File: src/rtl/ps2_key_decoder_pkg.sv
// Shared definitions for the PS/2 key decoder: scan-code constants, decoder
// state encoding, event-word layout and small byte-classification helpers.
package ps2_key_decoder_pkg;

  localparam logic [7:0] PS2_EXT    = 8'hE0;
  localparam logic [7:0] PS2_BRK    = 8'hF0;
  localparam logic [7:0] PS2_PAUSE  = 8'hE1;
  localparam logic [7:0] PS2_BAT_OK = 8'hAA;
  localparam logic [7:0] PS2_ACK    = 8'hFA;
  localparam logic [7:0] PS2_ECHO   = 8'hEE;
  localparam logic [7:0] PS2_RESEND = 8'hFE;
  localparam logic [7:0] PS2_ERR0   = 8'h00;
  localparam logic [7:0] PS2_ERR1   = 8'hFF;

  localparam int EV_CODE_W = 8;
  localparam int EV_W      = EV_CODE_W + 2;

  localparam int         ST_W       = 3;
  localparam logic [2:0] ST_IDLE    = 3'd0;
  localparam logic [2:0] ST_EXT     = 3'd1;
  localparam logic [2:0] ST_BRK     = 3'd2;
  localparam logic [2:0] ST_EXT_BRK = 3'd3;
  localparam logic [2:0] ST_PAUSE   = 3'd4;

  function automatic logic is_err_byte(input logic [7:0] b);
    return (b == PS2_ERR0) || (b == PS2_ERR1);
  endfunction

  // Keyboard-to-host status replies that carry no key information.
  function automatic logic is_status_byte(input logic [7:0] b);
    return (b == PS2_BAT_OK) || (b == PS2_ACK) || (b == PS2_ECHO) || (b == PS2_RESEND);
  endfunction

  function automatic logic [EV_W-1:0] make_event(input logic ext, input logic brk,
                                                  input logic [EV_CODE_W-1:0] code);
    return {ext, brk, code};
  endfunction

endpackage

File: src/rtl/ps2_key_decoder_fifo.sv
// Synchronous show-ahead FIFO holding decoded key events; the head entry is
// presented combinationally and reads as zero while the FIFO is empty.
module key_fifo #(
  parameter int DEPTH = 4,
  parameter int WIDTH = 10
) (
  input  logic             clk,
  input  logic             rst_n,
  input  logic             push,
  input  logic [WIDTH-1:0] din,
  input  logic             pop,
  output logic [WIDTH-1:0] dout,
  output logic             empty,
  output logic             full
);

  localparam int AW = $clog2(DEPTH);

  logic [WIDTH-1:0] mem [DEPTH];
  logic [AW:0]      wr_ptr;
  logic [AW:0]      rd_ptr;
  logic             do_push;
  logic             do_pop;

  assign empty   = (wr_ptr == rd_ptr);
  assign full    = (wr_ptr[AW] != rd_ptr[AW]) && (wr_ptr[AW-1:0] == rd_ptr[AW-1:0]);
  assign do_pop  = pop && !empty;
  // A pop in the same cycle frees the slot, so a full FIFO still accepts the push.
  assign do_push = push && (!full || do_pop);

  // NOTE: registered state uses non-blocking assignments so every flop samples pre-edge values.
  always_ff @(posedge clk or negedge rst_n) begin
    if (!rst_n) begin
      wr_ptr <= '0;
      rd_ptr <= '0;
    end else begin
      if (do_push) wr_ptr <= wr_ptr + 1'b1;
      if (do_pop)  rd_ptr <= rd_ptr + 1'b1;
    end
  end

  // NOTE: storage has no reset; only the pointers define validity, and dout is gated by empty.
  always_ff @(posedge clk) begin
    if (do_push) mem[wr_ptr[AW-1:0]] <= din;
  end

  assign dout = empty ? '0 : mem[rd_ptr[AW-1:0]];

endmodule

File: src/rtl/ps2_key_decoder.sv
// Turns raw PS/2 scan-code bytes into {ext, brk, code} key events, stripping
// E0/F0/E1 prefixes, and queues them behind a valid/ready handshake.
module ps2_key_decoder
  import ps2_key_decoder_pkg::*;
#(
  parameter int DEPTH     = 4,
  parameter int PAUSE_LEN = 8
) (
  input  logic       clk,
  input  logic       rst_n,
  input  logic [7:0] byte_in,
  input  logic       byte_valid,
  output logic [7:0] key_code,
  output logic       key_ext,
  output logic       key_brk,
  output logic       key_valid,
  input  logic       key_ready,
  output logic       overflow,
  output logic       err
);

  localparam int CW = $clog2(PAUSE_LEN) + 1;

  logic [ST_W-1:0] state, next_state;
  logic [CW-1:0]   skip_cnt, next_cnt;
  logic            push;
  logic [EV_W-1:0] ev;
  logic            err_d;
  logic            empty, full, pop;
  logic [EV_W-1:0] head;

  // NOTE: every combinational output gets a default first so no path infers a latch.
  always_comb begin
    next_state = state;
    next_cnt   = skip_cnt;
    push       = 1'b0;
    ev         = '0;
    err_d      = 1'b0;
    if (byte_valid) begin
      case (state)
        ST_IDLE: begin
          if (is_err_byte(byte_in)) begin
            err_d = 1'b1;
          end else if (byte_in == PS2_EXT) begin
            next_state = ST_EXT;
          end else if (byte_in == PS2_BRK) begin
            next_state = ST_BRK;
          end else if (byte_in == PS2_PAUSE) begin
            next_state = ST_PAUSE;
            next_cnt   = CW'(PAUSE_LEN - 2);
          end else if (!is_status_byte(byte_in)) begin
            push = 1'b1;
            ev   = make_event(1'b0, 1'b0, byte_in);
          end
        end
        ST_EXT: begin
          if (is_err_byte(byte_in)) begin
            err_d      = 1'b1;
            next_state = ST_IDLE;
          end else if (byte_in == PS2_BRK) begin
            next_state = ST_EXT_BRK;
          end else if (byte_in != PS2_EXT) begin
            push       = 1'b1;
            ev         = make_event(1'b1, 1'b0, byte_in);
            next_state = ST_IDLE;
          end
        end
        ST_BRK, ST_EXT_BRK: begin
          next_state = ST_IDLE;
          if (is_err_byte(byte_in)) begin
            err_d = 1'b1;
          end else begin
            push = 1'b1;
            ev   = make_event(state == ST_EXT_BRK, 1'b1, byte_in);
          end
        end
        ST_PAUSE: begin
          // Pause bytes are counted, never inspected; the last one emits the single E1 event.
          if (skip_cnt == '0) begin
            push       = 1'b1;
            ev         = make_event(1'b0, 1'b0, PS2_PAUSE);
            next_state = ST_IDLE;
          end else begin
            next_cnt = skip_cnt - CW'(1);
          end
        end
        default: next_state = ST_IDLE;
      endcase
    end
  end

  assign pop = key_valid && key_ready;

  always_ff @(posedge clk or negedge rst_n) begin
    if (!rst_n) begin
      state    <= ST_IDLE;
      skip_cnt <= '0;
      overflow <= 1'b0;
      err      <= 1'b0;
    end else begin
      state    <= next_state;
      skip_cnt <= next_cnt;
      overflow <= push && full && !pop;
      err      <= err_d;
    end
  end

  key_fifo #(
    .DEPTH(DEPTH),
    .WIDTH(EV_W)
  ) u_fifo (
    .clk  (clk),
    .rst_n(rst_n),
    .push (push),
    .din  (ev),
    .pop  (pop),
    .dout (head),
    .empty(empty),
    .full (full)
  );

  assign key_valid                   = !empty;
  assign {key_ext, key_brk, key_code} = head;

endmodule

File: config.mk
export PLATFORM = sky130hd
export DESIGN_NAME = ps2_key_decoder
export DESIGN_NICKNAME = d
export VERILOG_FILES = /design/src/rtl/ps2_key_decoder_pkg.sv /design/src/rtl/ps2_key_decoder_fifo.sv /design/src/rtl/ps2_key_decoder.sv
export SDC_FILE = /design/constraint.sdc
export NUM_CORES = 1
export LEC_CHECK = 0
export CAP_MARGIN = 20
export CORE_MARGIN = 8
export CORE_UTILIZATION = 35
export CTS_CLUSTER_SIZE = 16
export DETAILED_ROUTE_END_ITERATION = 10
export HOLD_SLACK_MARGIN = 0.15
export SYNTH_ARGS = -nofsm -noshare
export SYNTH_HDL_FRONTEND = slang
export SYNTH_SLANG_ARGS = --single-unit
File: constraint.sdc
create_clock -name clk -period 3.3 [get_ports clk]
set_clock_uncertainty 0.2 [all_clocks]
set_input_delay 0.33 -clock clk [delete_from_list [all_inputs] [get_ports clk]]
set_output_delay 0.33 -clock clk [all_outputs]
set_load 0.02 [all_outputs]
# --- Word level (Yosys, flattened, before mapping) ---
# Memories as Yosys holds them, arrays and structs flattened.
# Index checks and enable logic that the tools add are counted.
word_totals:
  input_bits: 12
  output_inout_bits: 13
  ff_bits: 15
  mem_bits_rw: 40
  memories: 1
classes:
  mux: 45
  n_reduce_logical: 22
  eq_ne: 24
  n_addsub: 3
memory_table:
  columns: ["name", "words", "width", "rd", "rd_clocked_by_memory_dff", "wr", "line_no", "rtl"]
  rows:
  - ["u_fifo.mem", 4, 10, 1, 0, 1, "ps2_key_decoder_fifo.sv:19", "logic [WIDTH-1:0] mem [DEPTH];"]
ops:
  columns: ["op", "count"]
  rows:
  - ["equality test 8 bit (second input constant)", 8]
  - ["2-to-1 mux 10 bit", 6]
  - ["2-to-1 mux 8 bit", 6]
  - ["one-hot mux 10 bit (4 select lines)", 1]
  - ["2-to-1 mux 3 bit", 8]
  - ["2-to-1 mux 4 bit", 5]
  - ["2-to-1 mux 1 bit", 16]
  - ["inequality test 2 bit (second input constant)", 6]
  - ["one-hot mux 3 bit (3 select lines)", 1]
  - ["logical NOT 8 bit", 1]
  - ["inequality test 4 bit (second input constant)", 2]
  - ["inequality test 8 bit (second input constant)", 1]
  - ["one-hot mux 4 bit (2 select lines)", 1]
  - ["AND reduction 7 bit", 1]
  - ["adder 3 x 1 -> 3 bit (second input constant)", 2]
  - ["equality test 3 x 2 -> 1 bit (second input constant)", 2]
  - ["logical AND 1 bit", 6]
  - ["logical OR 1 bit", 5]
  - ["AND reduction 5 bit", 1]
  - ["logical NOT 4 bit", 1]
  - ["one-hot mux 1 bit (4 select lines)", 1]
  - ["OR reduction 4 bit", 1]
  - ["subtractor 4 x 1 -> 4 bit (second input constant)", 1]
  - ["equality test 3 x 1 -> 1 bit (second input constant)", 1]
  - ["8 further kinds", 10]

# --- Longest topological paths before layout ---
# Gate-level depths: netlist of the first run.
logic_depth:
  ltp_word: 14
  ltp_mapped: 7
  ltp_nobuf: 7

# --- By module ---
# A second synthesis of the first run with hierarchy kept.
unflattened:
  cells_unflattened: 191
  hier_area_um2: 2700.1
by_module_without_submodules:
  columns: ["mod", "cells_per_inst", "n_inst", "area_each_um2"]
  rows:
  - ["key_fifo", 98, 1, 1919.3]
  - ["ps2_key_decoder", 93, 1, 780.7]

# --- Least setup slack after synthesis of the first run ---
# OpenSTA, ideal clock, no wires.
synth_path:
  path_kind: "register -> register"
  from: "register state[1]"
  to: "memory u_fifo.mem[0][0] (enable)"
  required_time_ns: 2.724
  stages_incl_launch_ff: 7
  n_path_buf: 1
  period_less_slack_ns: 2.449
  setup_slack_ns: 0.851
  setup_ns: 0.376
  arrival_time_ns: 1.872
  path_cell_list: "dfrtp_1 > buf_2 > o21ai_1 > nand2_1 > nor4_1 > a22oi_4 > nor2_1"
synth_between:
  elab_chain_len: 7
synth_lines:
  columns: ["element", "line_no", "rtl"]
  rows:
  - ["start: declaration", "ps2_key_decoder.sv:24", "logic [ST_W-1:0] state, next_state;"]
  - ["start signal: assignment", "ps2_key_decoder.sv:101", "state <= next_state;"]
  - ["equality test 3 x 2 -> 1 bit", "ps2_key_decoder.sv:40", "case (state)"]
  - ["OR reduction 2 bit", "ps2_key_decoder.sv:40", null]
  - ["one-hot mux 1 bit (4 select lines) *", "ps2_key_decoder.sv:40", null]
  - ["2-to-1 mux 1 bit *", "ps2_key_decoder.sv:39", "if (byte_valid) begin"]
  - ["logical AND 1 bit *", "ps2_key_decoder_fifo.sv:29", "assign do_push = push && (!full || do_pop);"]
  - ["2-to-1 mux 1 bit *", "ps2_key_decoder_fifo.sv:44", "if (do_push) mem[wr_ptr[AW-1:0]] <= din;"]
  - ["2-to-1 mux 1 bit (implied by the code) *", "ps2_key_decoder_fifo.sv:44", null]
  - ["end: declaration", "ps2_key_decoder_fifo.sv:19", null]
# Mark *: on every way between the ends. The rest lies on a longest branch, timed or not.

# --- Final worst setup path of the first run ---
layout_path:
  from: "register skip_cnt[0]"
  to: "memory u_fifo.mem[1][3] (enable)"
layout_between:
  elab_chain_len: 7
layout_lines:
  columns: ["element", "line_no", "rtl"]
  rows:
  - ["start: declaration", "ps2_key_decoder.sv:25", "logic [CW-1:0] skip_cnt, next_cnt;"]
  - ["start signal: assignment", "ps2_key_decoder.sv:102", "skip_cnt <= next_cnt;"]
  - ["logical NOT 4 bit", "ps2_key_decoder.sv:79", "if (skip_cnt == '0) begin"]
  - ["2-to-1 mux 1 bit", "ps2_key_decoder.sv:79", null]
  - ["one-hot mux 1 bit (4 select lines)", "ps2_key_decoder.sv:40", null]
  - ["2-to-1 mux 1 bit", "ps2_key_decoder.sv:39", null]
  - ["logical AND 1 bit", "ps2_key_decoder_fifo.sv:29", null]
  - ["2-to-1 mux 1 bit", "ps2_key_decoder_fifo.sv:44", null]
  - ["2-to-1 mux 1 bit (implied by the code)", "ps2_key_decoder_fifo.sv:44", null]
# No other way between the ends.

==> results of run 1 <==
==> Yosys cell counts, drive strengths merged <==
| library cell | count |
|---|---|
| nand2b | 1 |
| dfrtp | 15 |
| or4 | 2 |
| o22a | 1 |
| nor2b | 1 |
| a21boi | 1 |
| and3 | 3 |
| buf | 4 |
| mux4 | 10 |
| xnor2 | 6 |
| mux2 | 2 |
| nor4 | 3 |
| ha | 7 |
| a31oi | 1 |
| o21ai | 8 |
| nand4 | 3 |
| nor3 | 10 |
| xor2 | 2 |
| clkbuf | 2 |
| a22oi | 2 |
| nand3b | 1 |
| nand3 | 7 |
| edfxtp | 40 |
| o2bb2ai | 1 |
| or3b | 1 |
| nor3b | 2 |
| a221oi | 2 |
| nand2 | 10 |
| o311a | 1 |
| o311ai | 1 |
| o22ai | 2 |
| a21oi | 6 |
| or3 | 1 |
| and4b | 1 |
| inv | 12 |
| o21ba | 1 |
| nor2 | 16 |
| o21a | 1 |
| and2 | 13 |
==> cell families after synthesis <==
logic type / count (synthesis) / synth area share (%)
buffers and inverters: 18 / 2.90
AO/OA/AOI/OAI: 28 / 8.64
multiplexers: 12 / 9.24
flip-flops: 55 / 57.9
XOR/XNOR: 8 / 2.57
AND/OR/NAND/NOR: 75 / 15.5
adder cells (fa/ha/maj): 7 / 3.22
==> routing by layer <==
metal	GRT usage, %	part of all wire, %	vias to the layer above
met4	3.41	1.0	0
met5	0	0	-
li1	-	-	821
met2	16.0	48	27
met1	12.2	48	820
met3	2.11	3.1	4
==> placed cells by master (no fill, tap or decap), drive strengths merged, types with 2 or more instances in the layout <==
cell	n
edfxtp	40
clkdlybuf4s50	24
nor2	16
dfrtp	15
and2	13
inv	12
nand2	10
mux4	10
nor3	10
o21ai	8
nand3	7
ha	7
xnor2	6
a21oi	6
buf	6
clkbuf	6
nand4	3
and3	3
nor4	3
xor2	2
or4	2
o22ai	2
bufinv	2
a22oi	2
nor3b	2
a221oi	2
mux2	2
==> registers in the layout (all words and copies together) (netlist names) <==
name and count:
u_fifo.mem 40, err 1, state 3, overflow 1
skip_cnt 4, u_fifo.rd_ptr 3, u_fifo.wr_ptr 3
==> path summary, 6_finish.rpt <==
check / slack (ns) / cells after the start / to / startpoint
min in group clk: 0.30 / 1 / u_fifo.rd_ptr[2] / u_fifo.rd_ptr[2]
hold / removal: 0.24 / 1 / skip_cnt[0] / rst_n
setup / recovery: 0.48 / 6 / u_fifo.mem[1][3] / skip_cnt[0]
hold reg to reg: 0.30 / 1 / u_fifo.rd_ptr[2] / u_fifo.rd_ptr[2]
setup reg to reg: 0.48 / 6 / u_fifo.mem[1][3] / skip_cnt[0]
max in group asynchronous: 2.23 / 1 / u_fifo.wr_ptr[1] / rst_n
==> final cells by class <==
type                       count  area (µm²)  area share (%)
inverter                      12        45.0            1.39
clock inverter                 2        60.1            1.86
tap                          102         128            3.95
multi-input combinational    130        1070            33.0
timing repair buffer          30         285            8.82
sequential                    55        1580            48.7
clock buffer                   6        72.6            2.24
==> power by group <==
group          internal, mW  leakage, nW  total [mW]  switching [mW]
Clock                 0.303       0.0654       0.496           0.194
Sequential            0.937        0.557        1.03          0.0946
Combinational         0.636        0.518        1.34           0.709
==> through the flow <==
step	hold slack, ns	power [mW]
4_1_cts	0.255	2.91
3_3_place_gp	0.284	2.40
5_1_grt	0.308	3.07
2_1_floorplan	-0.166	1.94
3_5_place_dp	0.288	2.42
6_report	0.236	2.87
==> summary.txt, run 1 <==
Status -> complete, no violations
DR WL/cell -> 14.9 µm
Crit Path Max Fanout -> 10
Final hold violation count -> 0
Seq cells post-synth -> 55
Total Wirelength -> 5.02 mm
CP max stage delay -> 0.74 ns
Initial antenna violation count -> 0
Fraction of layout cells with a size suffix above 1 -> 15.3%
Avg Inst Size Synth -> 13.4 µm²
Family with the most delay on the worst path -> simple AND/OR/NAND/NOR gates
Post-synth cell types -> 46
Vias post-DR -> 1672
Worst-path clk slew -> 0.09 ns
Boundary Pins -> 25
Final core occ -> 42.3%
Worst min-delay path category -> input pin to asynchronous set/reset pin
Cts hold-fix bufs -> 0
Synth top area share -> 44.1%
Synth Net Count -> 222
Row cnt -> 32
Sinks on Clock Net -> 55
Post-CTS repair timing setup buffer count -> 0
PwrDens -> 888 nW/µm²
Number of port buffers -> 24
Worst skew pair latency -> 0.30 ns
Inserted Diodes -> 0
P&R area growth vs syn -> 18.8%
DR iter-0 viols -> 94
Largest net degree at the start of global routing -> 17
Maximum clock frequency -> 355 MHz
Total GRT Usage -> 9.67%
Finished Cell Area -> 3230 µm²
Total CTS buffers -> 5
Mapped Cells -> 203
Clk root buf -> clkbuf_8
Crit path capture type -> register
Pins Over Slew Limit -> 0
WP buf/inv -> 1
Grt total ovfl -> 0
Horiz. Die Dim -> 104 µm
Worst vdd ir -> 0.268 mV
Layout filler cell count -> 727
Post-route insts no fill -> 337
Via density -> 4.96
First-pass GRT wire length -> 8.53 mm
Max_cap viols -> 0
Setup violators final -> 0
Worst Max-Slew Pin Slew -> 0.923 ns
Residual DRC -> 0
# resized after CTS -> 0
Synthesized area -> 2720 µm²
Slew HR -> 38.2%
Startpoint Class -> register
CP cell instances -> inv_1, ha_1, or3b_2, o22ai_4, a22oi_4, nor2_1
Routed Antenna Nets -> 0
Effective utilization at floorplan -> 35.6%
Router iterations before antenna repair -> 4
CTS tree -> yes
CORE AREA -> 7650 µm²
Top cells by area, synth -> edfxtp_1 (44%), dfrtp_1 (14%), mux4_2 (8.3%)
CTS max path bufs -> 2
Worst Setup Slack, final -> 0.482 ns
Setup TNS -> 0 ns
RSZ-0062 raised after global routing -> false
CP arrival -> 2.53 ns
Sequential fraction of the synthesis area -> 57.9%
Post-DP Area -> 3100 µm²
Dpl ws -> 0.203 ns
Final min period -> 2.82 ns
CP required -> 3.02 ns
CP Class -> register to register
Cell Count Post-Placement -> 329
Layout Nets -> 253
Final Cycle Share -> 85.4%
Routability Congestion -> 0.843
Vias in the first global route -> 1669
Post-DP HPWL -> 3.83 mm
Synth area leader -> edfxtp_1
Leakage -> 1.14 nW
Yosys warnings -> 0
CTS H-Tree Depth -> 2
Die Area -> 10900 µm²
CP max-delay cell -> nor2_1
Die Height -> 104 µm
(Power assumes the default switching activity.)
==> inputs of run 2 (changes only) <==
--- a/config.mk
+++ b/config.mk
@@ -11,6 +11,7 @@
 export CTS_CLUSTER_SIZE = 16
 export DETAILED_ROUTE_END_ITERATION = 10
 export HOLD_SLACK_MARGIN = 0.15
+export SKIP_CTS_REPAIR_TIMING = 1
 export SYNTH_ARGS = -nofsm -noshare
 export SYNTH_HDL_FRONTEND = slang
 export SYNTH_SLANG_ARGS = --single-unit
==> results of run 2 <==
No change in the layout: final DEF, timing and power equal those of run 1.
